**config.mk**
```make
export PLATFORM = sky130hd
export DESIGN_NAME = icache_refill
export DESIGN_NICKNAME = d
export VERILOG_FILES = /design/src/rtl/icache_refill.sv
export SDC_FILE = /design/constraint.sdc
export NUM_CORES = 1
export LEC_CHECK = 0
export CAP_MARGIN = 20
export CORE_UTILIZATION = 30
export CTS_CLUSTER_SIZE = 16
export DETAILED_ROUTE_END_ITERATION = 8
export GPL_ROUTABILITY_DRIVEN = 0
export SLEW_MARGIN = 10
export SYNTH_ARGS = -nofsm -noshare
export SYNTH_HDL_FRONTEND = slang
export SYNTH_SLANG_ARGS = --single-unit
```
**constraint.sdc**
```tcl
create_clock -name clk -period 2.4 [get_ports clk]
set_input_delay 0.48 -clock clk [delete_from_list [all_inputs] [get_ports clk]]
set_output_delay 0.48 -clock clk [all_outputs]
set_load 0.02 [all_outputs]
```
**src/rtl/icache_refill.sv**
```systemverilog
// ---------------------------------------------------------------------------
// icache_refill
//
// Instruction-cache line refill engine sitting directly upstream of the IF
// stage. When IF reports a miss, the engine reads one aligned cache line from
// memory over an AXI4-Lite read channel, one word per AXI transaction. Each
// returned word is written straight into the I-cache data array. The
// tag/valid entry is written only if every beat came back OKAY. A one-cycle
// refill_complete pulse then releases IF from its miss stall.
//
// Ports
//   clk, rst               clock, synchronous active-high reset
//   cache_miss_detected    miss request from IF (level, sampled in IDLE)
//   miss_addr              faulting fetch address
//   busy                   high whenever the engine is not idle
//   ARADDR/ARVALID/ARREADY AXI4-Lite read address channel
//   RDATA/RRESP/RVALID/RREADY AXI4-Lite read data channel
//   line_we/line_index/line_word_idx/line_wdata  data-array write port
//   tag_we/tag_value       tag/valid write port (line_index selects the set)
//   refill_complete        one-cycle pulse when the refill finishes
//   refill_error           one-cycle pulse (with refill_complete) when any
//                          beat returned a non-OKAY response
// ---------------------------------------------------------------------------
module icache_refill #(
  parameter int ADDR_W     = 32,
  parameter int DATA_W     = 32,
  parameter int LINE_WORDS = 4,
  parameter int INDEX_BITS = 6
) (
  input  logic                                        clk,
  input  logic                                        rst,
  input  logic                                        cache_miss_detected,
  input  logic [ADDR_W-1:0]                           miss_addr,
  output logic                                        busy,
  output logic [ADDR_W-1:0]                           ARADDR,
  output logic                                        ARVALID,
  input  logic                                        ARREADY,
  input  logic [DATA_W-1:0]                           RDATA,
  input  logic [1:0]                                  RRESP,
  input  logic                                        RVALID,
  output logic                                        RREADY,
  output logic                                        line_we,
  output logic [INDEX_BITS-1:0]                       line_index,
  output logic [$clog2(LINE_WORDS)-1:0]               line_word_idx,
  output logic [DATA_W-1:0]                           line_wdata,
  output logic                                        tag_we,
  output logic [ADDR_W-INDEX_BITS-$clog2(LINE_WORDS)-$clog2(DATA_W/8)-1:0] tag_value,
  output logic                                        refill_complete,
  output logic                                        refill_error
);

  // Address field geometry.
  localparam int WORD_BITS = $clog2(LINE_WORDS);
  localparam int BYTE_OFF  = $clog2(DATA_W / 8);
  localparam int OFF       = WORD_BITS + BYTE_OFF;

  // Mask of the in-line offset bits; clearing them gives the line base.
  localparam logic [ADDR_W-1:0]    OFF_MASK  = (ADDR_W'(1) << OFF) - ADDR_W'(1);
  localparam logic [WORD_BITS-1:0] LAST_WORD = WORD_BITS'(LINE_WORDS - 1);

  typedef enum logic [1:0] {
    S_IDLE,
    S_ADDR,
    S_DATA,
    S_DONE
  } state_t;

  state_t                 state_reg;
  logic [ADDR_W-1:0]      base_reg;
  logic [WORD_BITS-1:0]   cnt_reg;
  logic                   err_reg;

  // Registered outputs.
  logic [ADDR_W-1:0]      araddr_reg;
  logic                   arvalid_reg;
  logic                   rready_reg;
  logic                   busy_reg;
  logic                   tag_we_reg;
  logic                   complete_reg;
  logic                   error_reg;

  logic [WORD_BITS-1:0]   cnt_next;
  logic                   beat_err;
  logic                   r_fire;

  assign cnt_next = cnt_reg + WORD_BITS'(1);
  assign beat_err = (RRESP != 2'b00);

  // rready_reg is only ever high in DATA, so this is the R handshake.
  assign r_fire = rready_reg & RVALID;

  always_ff @(posedge clk) begin
    if (rst) begin
      state_reg    <= S_IDLE;
      base_reg     <= '0;
      cnt_reg      <= '0;
      err_reg      <= 1'b0;
      araddr_reg   <= '0;
      arvalid_reg  <= 1'b0;
      rready_reg   <= 1'b0;
      busy_reg     <= 1'b0;
      tag_we_reg   <= 1'b0;
      complete_reg <= 1'b0;
      error_reg    <= 1'b0;
    end else begin
      // DONE-cycle pulses default low; they are set only on entry to DONE.
      tag_we_reg   <= 1'b0;
      complete_reg <= 1'b0;
      error_reg    <= 1'b0;

      case (state_reg)
        S_IDLE: begin
          if (cache_miss_detected) begin
            base_reg    <= miss_addr & ~OFF_MASK;
            araddr_reg  <= miss_addr & ~OFF_MASK;
            cnt_reg     <= '0;
            err_reg     <= 1'b0;
            arvalid_reg <= 1'b1;
            busy_reg    <= 1'b1;
            state_reg   <= S_ADDR;
          end
        end

        S_ADDR: begin
          // ARVALID and ARADDR are held until the slave accepts.
          if (ARREADY) begin
            arvalid_reg <= 1'b0;
            rready_reg  <= 1'b1;
            state_reg   <= S_DATA;
          end
        end

        S_DATA: begin
          if (RVALID) begin
            rready_reg <= 1'b0;
            if (beat_err) begin
              err_reg <= 1'b1;
            end
            if (cnt_reg == LAST_WORD) begin
              // Fold in the current beat's response so the final
              // word's error is not missed by the DONE pulses.
              complete_reg <= 1'b1;
              tag_we_reg   <= ~(err_reg | beat_err);
              error_reg    <= err_reg | beat_err;
              state_reg    <= S_DONE;
            end else begin
              // base_reg is line aligned, so OR-ing in the word offset
              // equals addition and can never carry past the line.
              cnt_reg     <= cnt_next;
              araddr_reg  <= base_reg | (ADDR_W'(cnt_next) << BYTE_OFF);
              arvalid_reg <= 1'b1;
              state_reg   <= S_ADDR;
            end
          end
        end

        S_DONE: begin
          busy_reg  <= 1'b0;
          state_reg <= S_IDLE;
        end

        default: begin
          state_reg <= S_IDLE;
        end
      endcase
    end
  end

  assign busy            = busy_reg;
  assign ARADDR          = araddr_reg;
  assign ARVALID         = arvalid_reg;
  assign RREADY          = rready_reg;
  assign tag_we          = tag_we_reg;
  assign refill_complete = complete_reg;
  assign refill_error    = error_reg;

  // The data-array write happens in the same cycle as the R handshake.
  assign line_we         = r_fire;
  assign line_word_idx   = cnt_reg;
  assign line_wdata      = RDATA;

  assign line_index      = base_reg[OFF+INDEX_BITS-1:OFF];
  assign tag_value       = base_reg[ADDR_W-1:OFF+INDEX_BITS];

endmodule

```
==> Word level (Yosys, flattened, before mapping) <==
Index checks and enable logic that the tools add are counted.
{ "word_totals": {"out_inout_bits": 101, "regBits": 71, "word_cells": 70} }
{ "classes": {"bitwise": 7, "reduce_logical": 15, "n_mux": 27, "add_sub_neg": 1, "n_eq_ne": 9} }
{ "op_table": {"columns": ["op", "n"], "rows": [
  ["$mux 32", 3],
  ["$pmux 32 s2", 1],
  ["$or 32x4->32", 1],
  ["$mux 2", 7],
  ["$mux 1", 10],
  ["$ne 2x2->1 const B", 5],
  ["$pmux 2 s4", 1],
  ["$reduce_and 4->1", 2],
  ["$reduce_bool 2->1", 4],
  ["$eq 2x2->1 const B", 3],
  ["$pmux 1 s2", 3],
  ["$reduce_and 3->1", 2],
  ["$reduce_and 5->1", 1],
  ["$not 1->1", 4],
  ["$pmux 2 s2", 1],
  ["$reduce_and 2->1", 2],
  ["$reduce_or 4->1", 1],
  ["$pmux 1 s3", 1],
  ["$reduce_bool 3->1", 1],
  ["$reduce_or 3->1", 1],
  ["$add 2x1->2 const B", 1],
  ["$eq 2x1->1 const B", 1],
  ["$logic_not 2->1", 1],
  ["$and 1x1->1", 1],
  ["$or 1x1->1", 1]
]} }

==> Longest topological paths before layout <==
Gate-level depths: netlist of run 1.
{ "depth": {"word_depth": 5, "mapped_depth": 7, "mapped_depth_nobuf": 4} }

==> Worst setup path after synthesis of run 1 <==
No wires, ideal clock.
{ "synth_path": {"path_type": "flip-flop to flip-flop", "startpoint": "register cnt_reg[0] (netlist: line_word_idx[0])", "endpoint": "register araddr_reg[10] (netlist: ARADDR[10])", "stages_incl_launch_ff": 8, "required_ps": 2319, "t_arrival_ps": 1601, "setup_slack_ps": 718, "setup_time_ps": 81, "path_buffers": 3, "cell_sequence": "dfxtp_1 -> ha_1 -> and4bb_1 -> buf_2 -> nand2b_4 -> buf_6 -> buf_6 -> a211oi_2"} }
{ "synth_between": {"elab_chain_cells": 3} }
{ "synth_rtl": {"columns": ["element", "line", "rtl"], "rows": [
  ["start: declaration", "70", "logic [WORD_BITS-1:0] cnt_reg;"],
  ["start signal: assignment", "149", "cnt_reg <= cnt_next;"],
  ["$eq 2x2->1", "139", "if (cnt_reg == LAST_WORD) begin"],
  ["$ne 2x2->1 (no line)", null, null],
  ["$reduce_and 4->1 (no line)", null, null],
  ["end signal: assignment", "115", "araddr_reg <= miss_addr & ~OFF_MASK;"],
  ["end signal: assignment", "150", "araddr_reg <= base_reg | (ADDR_W'(cnt_next) << BYTE_OFF);"],
  ["end: declaration", "74", "logic [ADDR_W-1:0] araddr_reg;"]
]} }
No other way between the ends.
A chain may end at the register's enable or synchronous reset.

==> Worst setup path after layout of run 1 <==
{ "layout_path": {"startpoint": "input RVALID", "endpoint": "output line_we"} }
{ "layout_between": {"elab_chain_cells": 1} }
{ "layout_rtl": {"columns": ["element", "line", "rtl"], "rows": [
  ["start: declaration", "40", "input logic RVALID,"],
  ["$and 1x1->1", "90", "assign r_fire = rready_reg & RVALID;"],
  ["end: declaration", "42", "output logic line_we,"]
]} }
No other way between the ends.

==> impl_metrics.yaml, run 1 <==
synth:
  yosysTopAreaCellShare_pct: 42.7
  netlist.top_cell.by_area: "dfxtp_1"
  yosys_warnings: 0
  synth_cell_types: 29
  yosys_register_bits: 67
  synthArstFlopShare_pct: 0
  yosysSeqAreaShare_pct: 42.7
  syn_area_mm2: 0.00314
  ys.flop_type: "dfxtp_1"
  postSynthCellCount: 340
  synth_edf_count: 0
  avgSynthCellArea_um2: 9.24
  synth_area_leaders: "dfxtp_1, mux2i_1, buf_4"
floorplan:
  ios: 172
  dieHeight_um: 104
  row_count: 36
  die_w_um: 104
  start_util_pct: 31.5
  coreArea_mm2: 0.00995
  dieArea_mm2: 0.0109
setup_path:
  slowest_delay_ps: 600
  worstPathArrival_ps: 1670
  required_ps: 1920
  path_cells: "clkdlybuf4s50_1 -> and2_1 -> clkdlybuf4s50_1"
  worstSetupEndpointType: "output pin"
  cpMostUsedCell: "clkdlybuf4s50_1"
  crit_type: "input pin to output pin"
  cp_max_fo: 2
  slowest_stage: "clkdlybuf4s50_1"
  start_kind: "input pin"
power:
  cellInternalPower_uw: 2080
  comb_power_share_pct: 23.1
  clkPwrFrac_pct: 33.3
  power_uw: 2890
  switching_share_pct: 28.3
  p_sw_uw: 819
  powerDensity_mw_per_mm2: 691
  p_leak_uw: 0.00146
  peakVddDrop_v: 0.000299
  seqPwrFrac_pct: 43.6
sta:
  finalHoldViolations: 0
  timing.final.crit_share_pct: 89.7
  max_freq_ghz: 0.464
  fin_skew_ps: 12.7
  tightest_slew_ps: 744
  rsz0062_at_grt: "false"
  slew_viol_final: 0
  final.setup.tns_ps: 0
  final.min_clock_period_ps: 2150
  finalSetupViolCount: 0
  slew_headroom_pct: 50.4
detailed_routing:
  num_vias: 2517
  dr.first_iter.drc_count: 101
  ant_nets: 0
  viasPerCell: 4.71
  dr.pass1.iters: 6
  drc: 0
  wl_um: 7510
  wl_per_cell_um: 14.1
layout:
  fin_nets: 470
  layout.cells.non_filler: 534
  drive_above_1_share_pct: 12.2
  largest_register_ffs: 29
  final_common_cell: "clkdlybuf4s50_1"
  n_antenna_cell: 0
  final_cell_mix: "clkdlybuf4s50_1, dfxtp_1, nand2_1"
  syn_to_final_growth_pct: 33.4
job:
  maxCapViolations: 0
placed_design:
  port_buffers: 101
  hpwl_um: 4940
  dp.cells: 520
grt:
  grt_usage_pct: 14.3
  overflow: 0
  grt_pass1_vias: 2541
  antenna_found_initial: 0
  grt_pass1_wl_um: 12400
  grt_max_degree: 60
clocking:
  clk_pin_slew_ps: 70
  cts-htree-levels: 3
  clk_latency_ps: 340
  ctsResizeCount: 0
  cts_buffers: 9
  cts_sinks: 67
  cts-root-buf: "clkbuf_8"
  cts_setup_buffers: 0
  clockBufferDepth: 2
  hold_buffers: 0
  cts_tree: "built"
worst_hold_path:
  hold_path.class: "flop to flop"
status:
  outcome: "finished clean"
-- per-layer routing --
layer / vias to the layer above / share of wire (%) / GRT usage (%)
met3: 21 / 6.5 / 4.64
met2: 75 / 47 / 23.5
met4: 0 / 1.8 / 6.73
li1: 1252 / - / -
met1: 1169 / 45 / 16.7
met5: - / 0 / 0
-- cells by family (layout without fill, tap and decap cells) --
kind of cell,count (synthesis),count (layout),share of synthesized area (%)
DFF,67,67,42.7
and+or+nand+nor,107,107,16.3
muxes,30,30,9.56
other,1,2,0.119
AOI/OAI and AO/OA,68,68,16.8
buffers and inverters,66,126,14.1
adders and majority gates,1,1,0.398
-- metrics by stage --
step / hold slack (ps) / setup slack (ps) / cell area, um2 / util (%)
6_report: 467 / 247 / 4190 / 42.1
2_1_floorplan: 442 / 718 / 3140 / -
4_1_cts: 473 / 239 / 4190 / 42.1
3_5_place_dp: 463 / 242 / 3990 / 40.1
3_3_place_gp: 456 / 252 / 3990 / 40.1
5_1_grt: 493 / 221 / 4190 / 42.1
-- path summary, 6_finish.rpt --
path | from | slack, ps | to | depth (start not counted)
hold / removal | base_reg[23]$_SDFFE_PP0P_ | 470 | base_reg[23]$_SDFFE_PP0P_ | 2
setup reg to reg | line_word_idx[0]$_SDFFE_PP0P_ | 700 | ARADDR[28]$_SDFFE_PP0P_ | 5
setup / recovery | RVALID | 250 | line_we | 3
hold reg to reg | base_reg[23]$_SDFFE_PP0P_ | 470 | base_reg[23]$_SDFFE_PP0P_ | 2
-- cell usage after synthesis (all sizes together), types with 2 or more instances --
cell,number
a211oi,30
a21oi,34
buf,55
clkbuf,9
dfxtp,67
inv,2
mux2i,30
nand2,59
nand2b,4
nand3b,3
nor2,6
nor3,29
o21a,2
-- power by group through the flow --
stage | clock network, uW | registers [uW] | logic (uW)
final | 963 | 1260 | 668
after floorplan | 0 | 1380 | 367
after global placement | 0 | 1290 | 668
after CTS | 995 | 1260 | 679
after detailed placement | 0 | 1290 | 676
after global routing | 1040 | 1270 | 722
-- critical path: cells and delay by family --
kind / cells / cell delay [ps]
buffers and inverters: 2 / 1070
AND/OR/NAND/NOR: 1 / 120
-- cell type report --
type	count	area [um2]
repair buffers	110	1110
clock buffers	12	165
clock inverters	2	35.0
multi-input cells	208	1360
inverters	2	7.51
fillers	985	5770
flip-flops and latches	67	1340
well taps	133	166
Note: power is estimated with default switching activity, not from simulation.
==> inputs of run 2 (changes only) <==
--- a/config.mk
+++ b/config.mk
@@ -6,10 +6,12 @@
 export NUM_CORES = 1
 export LEC_CHECK = 0
 export CAP_MARGIN = 20
-export CORE_UTILIZATION = 30
+export CORE_UTILIZATION = 40
 export CTS_CLUSTER_SIZE = 16
 export DETAILED_ROUTE_END_ITERATION = 8
 export GPL_ROUTABILITY_DRIVEN = 0
+export PLACE_DENSITY = 0.82
+export RECOVER_POWER = 100
 export SLEW_MARGIN = 10
 export SYNTH_ARGS = -nofsm -noshare
 export SYNTH_HDL_FRONTEND = slang
==> run 2 against run 1 <==
Effect of this change:
- wire length decreased by 2.4%
- flip-flop and latch count stayed put
- final cell count fell by 5.8%
- sequential share of layout area rose by 1.2 points
- critical path type unchanged
- largest cell class is now flip-flops and latches
==> impl_metrics.yaml, run 2 (same netlist as run 1, synthesis figures left out) <==
sta:
  final.min_clock_period_ps: 2210
  finalSetupViolCount: 0
  max_freq_ghz: 0.453
  slew_viol_final: 0
  tightest_slew_ps: 711
  timing.final.crit_share_pct: 92.1
  final.setup.tns_ps: 0
  rsz0062_at_grt: "false"
  slew_headroom_pct: 52.6
  fin_skew_ps: 7.47
  finalHoldViolations: 0
clocking:
  cts_setup_buffers: 0
  cts_sinks: 67
  cts_tree: "built"
  cts-root-buf: "clkbuf_8"
  cts_buffers: 9
  ctsResizeCount: 0
  clk_latency_ps: 320
  clk_pin_slew_ps: 70
  cts-htree-levels: 3
  clockBufferDepth: 2
  hold_buffers: 0
layout:
  syn_to_final_growth_pct: 28.6
  drive_above_1_share_pct: 10.1
  fin_nets: 472
  postLayoutCoreUtil_pct: 54.5
  final_common_cell: "dlygate4sd3_1"
  final_cell_mix: "dlygate4sd3_1, dfxtp_1, nand2_1"
  largest_register_ffs: 29
  n_antenna_cell: 0
floorplan:
  dieArea_mm2: 0.00821
  coreArea_mm2: 0.00741
  row_count: 31
  start_util_pct: 42.4
  ios: 172
  die_w_um: 90.6
  dieHeight_um: 90.6
power:
  powerDensity_mw_per_mm2: 659
  peakVddDrop_v: 0.000407
  p_leak_uw: 0.00160
detailed_routing:
  dr.pass1.iters: 4
  dr_wl_met3_um: 526
  wl_met2_um: 3640
  wl_per_cell_um: 14.6
  viasPerCell: 5.17
  drc: 0
  num_vias: 2601
  wl_um: 7330
  top_layer_used: "met4"
  drt-met1-wl_um: 3120
  ant_nets: 0
  dr.first_iter.drc_count: 78
setup_path:
  crit_type: "input pin to output pin"
  worstPathArrival_ps: 1730
  path_cells: "dlygate4sd3_1 -> and2_1 -> clkdlybuf4s50_1"
  reg2regPathDepth: 5
  cp_max_fo: 2
  slowest_delay_ps: 600
  worstSetupEndpointType: "output pin"
  required_ps: 1920
  slowest_stage: "clkdlybuf4s50_1"
  start_kind: "input pin"
  r2r_slack_ps: 450
job:
  maxCapViolations: 0
grt:
  grt_usage_pct: 18.4
  grt_pass1_wl_um: 12300
  antenna_found_initial: 0
  grt_pass1_vias: 2594
  overflow: 0
  grt_max_degree: 36
worst_hold_path:
  hold_path.class: "flop to flop"
  hold_path_depth: 2
placed_design:
  port_buffers: 101
  hpwl_um: 5150
status:
  outcome: "finished clean"
[run 2: changes by cell type in the layout (fill, tap and decap cells not counted), sizes merged]
| cell | delta |
|---|---|
| clkbuf | +5 |
| bufinv | -1 |
| buf | -3 |
| dlygate4sd3 | +68 |
| clkdlybuf4s50 | -68 |
| clkinv | +2 |
[run 2: layout make-up]
class / instances / area [um2]
clock inverter: 3 / 15.0
tap: 99 / 124
multi-input combinational: 208 / 1320
sequential: 67 / 1340
timing repair buffer: 112 / 1090
clock buffer: 12 / 145
fill: 677 / 3370
inverter: 2 / 7.51
[run 2: report_power, final]
| part | switching (uW) | internal, uW |
|---|---|---|
| Combinational | 342 | 276 |
| Sequential | 56.6 | 1200 |
| Clock | 390 | 393 |
[run 2: metal layers]
| layer | up-vias | GRT usage, % |
|---|---|---|
| li1 | 1263 | - |
| met1 | 1232 | 21.5 |
| met2 | 96 | 31.6 |
| met3 | 10 | 5.89 |
| met4 | 0 | 6.45 |
| met5 | - | 0 |
[run 2: worst max-delay path, delay by kind of cell]
kind | cells | cell delay [ps]
and+or+nand+nor | 1 | 120
buffers and inverters | 2 | 1140
[run 2: stage by stage]
stage	cells	worst slack (ps)	area [um2]	power [uW]	hold WS [ps]
after floorplan	341	718	3140	1750	442
after global placement	488	256	3950	1940	453
after detailed placement	488	240	3950	1960	464
after CTS	503	249	4110	2750	476
after global routing	503	152	4040	2800	496
final	503	190	4040	2660	472
[run 2: final timing paths]
check | start | endpoint
min reg2reg | base_reg[12]$_SDFFE_PP0P_ | base_reg[12]$_SDFFE_PP0P_
min | base_reg[12]$_SDFFE_PP0P_ | base_reg[12]$_SDFFE_PP0P_
max | RVALID | line_we
max reg2reg | line_word_idx[0]$_SDFFE_PP0P_ | ARADDR[11]$_SDFFE_PP0P_
==> inputs of run 3 (changes only) <==
--- a/config.mk
+++ b/config.mk
@@ -6,11 +6,11 @@
 export NUM_CORES = 1
 export LEC_CHECK = 0
 export CAP_MARGIN = 20
-export CORE_UTILIZATION = 40
+export CORE_UTILIZATION = 32
 export CTS_CLUSTER_SIZE = 16
 export DETAILED_ROUTE_END_ITERATION = 8
 export GPL_ROUTABILITY_DRIVEN = 0
-export PLACE_DENSITY = 0.82
+export PLACE_DENSITY = 0.71
 export RECOVER_POWER = 100
 export SLEW_MARGIN = 10
 export SYNTH_ARGS = -nofsm -noshare
==> constraint.sdc (replaced) <==
create_clock -name clk -period 1.97 [get_ports clk]
set_input_delay 0.394 -clock clk [delete_from_list [all_inputs] [get_ports clk]]
set_output_delay 0.394 -clock clk [all_outputs]
set_load 0.02 [all_outputs]
==> run 3 against run 2 <==
Effect of this change:
- via count is 0.38% lower
- clock skew hardly changed
- non-clock buffer count is 1 higher
- count of clock-buffer cells in the layout is 2 lower
- flip-flop and latch count stayed put
- power is 31% higher
- register-to-register slack worse by 160 ps
- largest cell class unchanged
- highest routed layer unchanged
==> impl_metrics.yaml, run 3 (same netlist as run 1, synthesis figures left out) <==
status:
  outcome: "finished clean"
floorplan:
  start_util_pct: 33.5
  coreArea_mm2: 0.00937
  dieArea_mm2: 0.0102
  row_count: 35
  die_w_um: 101
  dieHeight_um: 101
  ios: 172
grt:
  antenna_found_initial: 0
  grt_pass1_vias: 2546
  grt_pass1_wl_um: 12100
  grt_max_degree: 65
  grt_usage_pct: 15.5
  overflow: 0
power:
  switching_share_pct: 29.6
  powerDensity_mw_per_mm2: 826
  power_uw: 3480
  seqPwrFrac_pct: 44.1
  comb_power_share_pct: 22.7
  p_leak_uw: 0.00164
  p_sw_uw: 1030
  clkPwrFrac_pct: 33.2
  peakVddDrop_v: 0.000304
  cellInternalPower_uw: 2450
clocking:
  cts-htree-levels: 3
  clockBufferDepth: 2
  clk_pin_slew_ps: 70
  cts_tree: "built"
  cts-root-buf: "clkbuf_8"
  hold_buffers: 0
  cts_buffers: 9
  cts_sinks: 67
  clk_latency_ps: 340
placed_design:
  pre_cts_slack_ps: -12.5
  hpwl_um: 5010
  postPlaceCellArea_mm2: 0.00404
  port_buffers: 101
setup_path:
  worstSetupEndpointType: "output pin"
  worstPathArrival_ps: 1420
  worst-path-buf-inv: 1
  slowest_delay_ps: 690
  slowest_stage: "dlygate4sd3_1"
  start_kind: "flop"
  worst-path-stages: 1
  path_cells: "dlygate4sd3_1"
  r2r_slack_ps: 290
  required_ps: 1580
  cp-endpoint: "ARADDR[3]"
  cp_max_fo: 4
  critPathLaunch: "ARADDR[3]$_SDFFE_PP0P_"
  crit_type: "flop to output pin"
  critPathTopFamily: "buffers and inverters"
  r2r_end: "ARADDR[4]$_SDFFE_PP0P_"
  reg2regPathDepth: 3
  rr_startpoint: "state_reg[1]$_SDFFE_PP0P_"
layout:
  syn_to_final_growth_pct: 34.0
  n_antenna_cell: 0
  design_area_mm2: 0.00421
  fin_nets: 473
  area.sequential_mm2: 0.00134
  drive_above_1_share_pct: 11.8
  multiInputGateArea_mm2: 0.00134
  n_fill_cell: 952
  final_cell_mix: "dfxtp_1, dlygate4sd3_1, nand2_1"
  largest_register_ffs: 29
detailed_routing:
  viasPerCell: 4.84
  wl_per_cell_um: 14.0
  dr.first_iter.drc_count: 78
  drc: 0
  dr.pass1.iters: 4
  num_vias: 2591
  wl_um: 7470
  ant_nets: 0
worst_hold_path:
  hold_path.class: "input pin to flop"
sta:
  slew_viol_final: 0
  final.min_clock_period_ps: 1810
  rsz0062_at_grt: "false"
  setup_ws_ps: 159
  fin_skew_ps: 7.62
  finalHoldViolations: 0
  finalSetupViolCount: 0
  tightest_slew_ps: 838
  max_freq_ghz: 0.552
  timing.final.crit_share_pct: 91.9
  hold-worst-slack_ps: 418
  slew_headroom_pct: 44.1
job:
  maxCapViolations: 0
==> run 3: layout make-up <==
class	instances	area share [%]
multi-input cells	208	31.8
flip-flops and latches	67	31.9
clock inverters	6	1.52
inverters	2	0.178
repair buffers	113	27.5
clock buffers	10	3.27
well taps	129	3.83
==> run 3: worst min path at each step <==
stage          cells past startpoint                  from  slack, ps                         end
6_report                           3                   rst        420  refill_complete$_SDFF_PP0_
5_1_grt                            3                   rst        420  refill_complete$_SDFF_PP0_
4_1_cts                            3                   rst        370  refill_complete$_SDFF_PP0_
3_5_place_dp                       1  err_reg$_SDFFE_PP0P_        460        err_reg$_SDFFE_PP0P_
3_3_place_gp                       1  err_reg$_SDFFE_PP0P_        450        err_reg$_SDFFE_PP0P_
2_1_floorplan                      1  err_reg$_SDFFE_PP0P_        440        err_reg$_SDFFE_PP0P_
==> run 3: stage by stage <==
step,utilization (%),setup TNS (ps),cells
final,44.9,0,535
after global routing,44.9,0,535
after CTS,45.3,0,535
after detailed placement,43.2,-12.5,519
after global placement,43.2,-10.3,519
after floorplan,-,0,341
==> run 3: what timing repair did <==
item | CTS | global route
setup endpoints to repair | 1 | 0
buffers inserted | 0 | 0
resized for setup | 1 | 0
==> run 3: power by group through the flow <==
stage	clock [uW]	sequential [uW]	combinational [uW]
final	1160	1530	788
after detailed placement	0	1570	847
after global routing	1270	1550	857
after floorplan	0	1680	447
after global placement	0	1560	834
after CTS	1210	1540	850
==> run 3: metal layers <==
layer	share of wire, %	up-vias	wire [um]	GRT usage, %
met3	8.0	10	599	5.83
met5	0	-	0	0
li1	-	1261	-	-
met4	1.5	0	111	6.13
met1	44	1228	3260	17.8
met2	47	92	3500	25.7
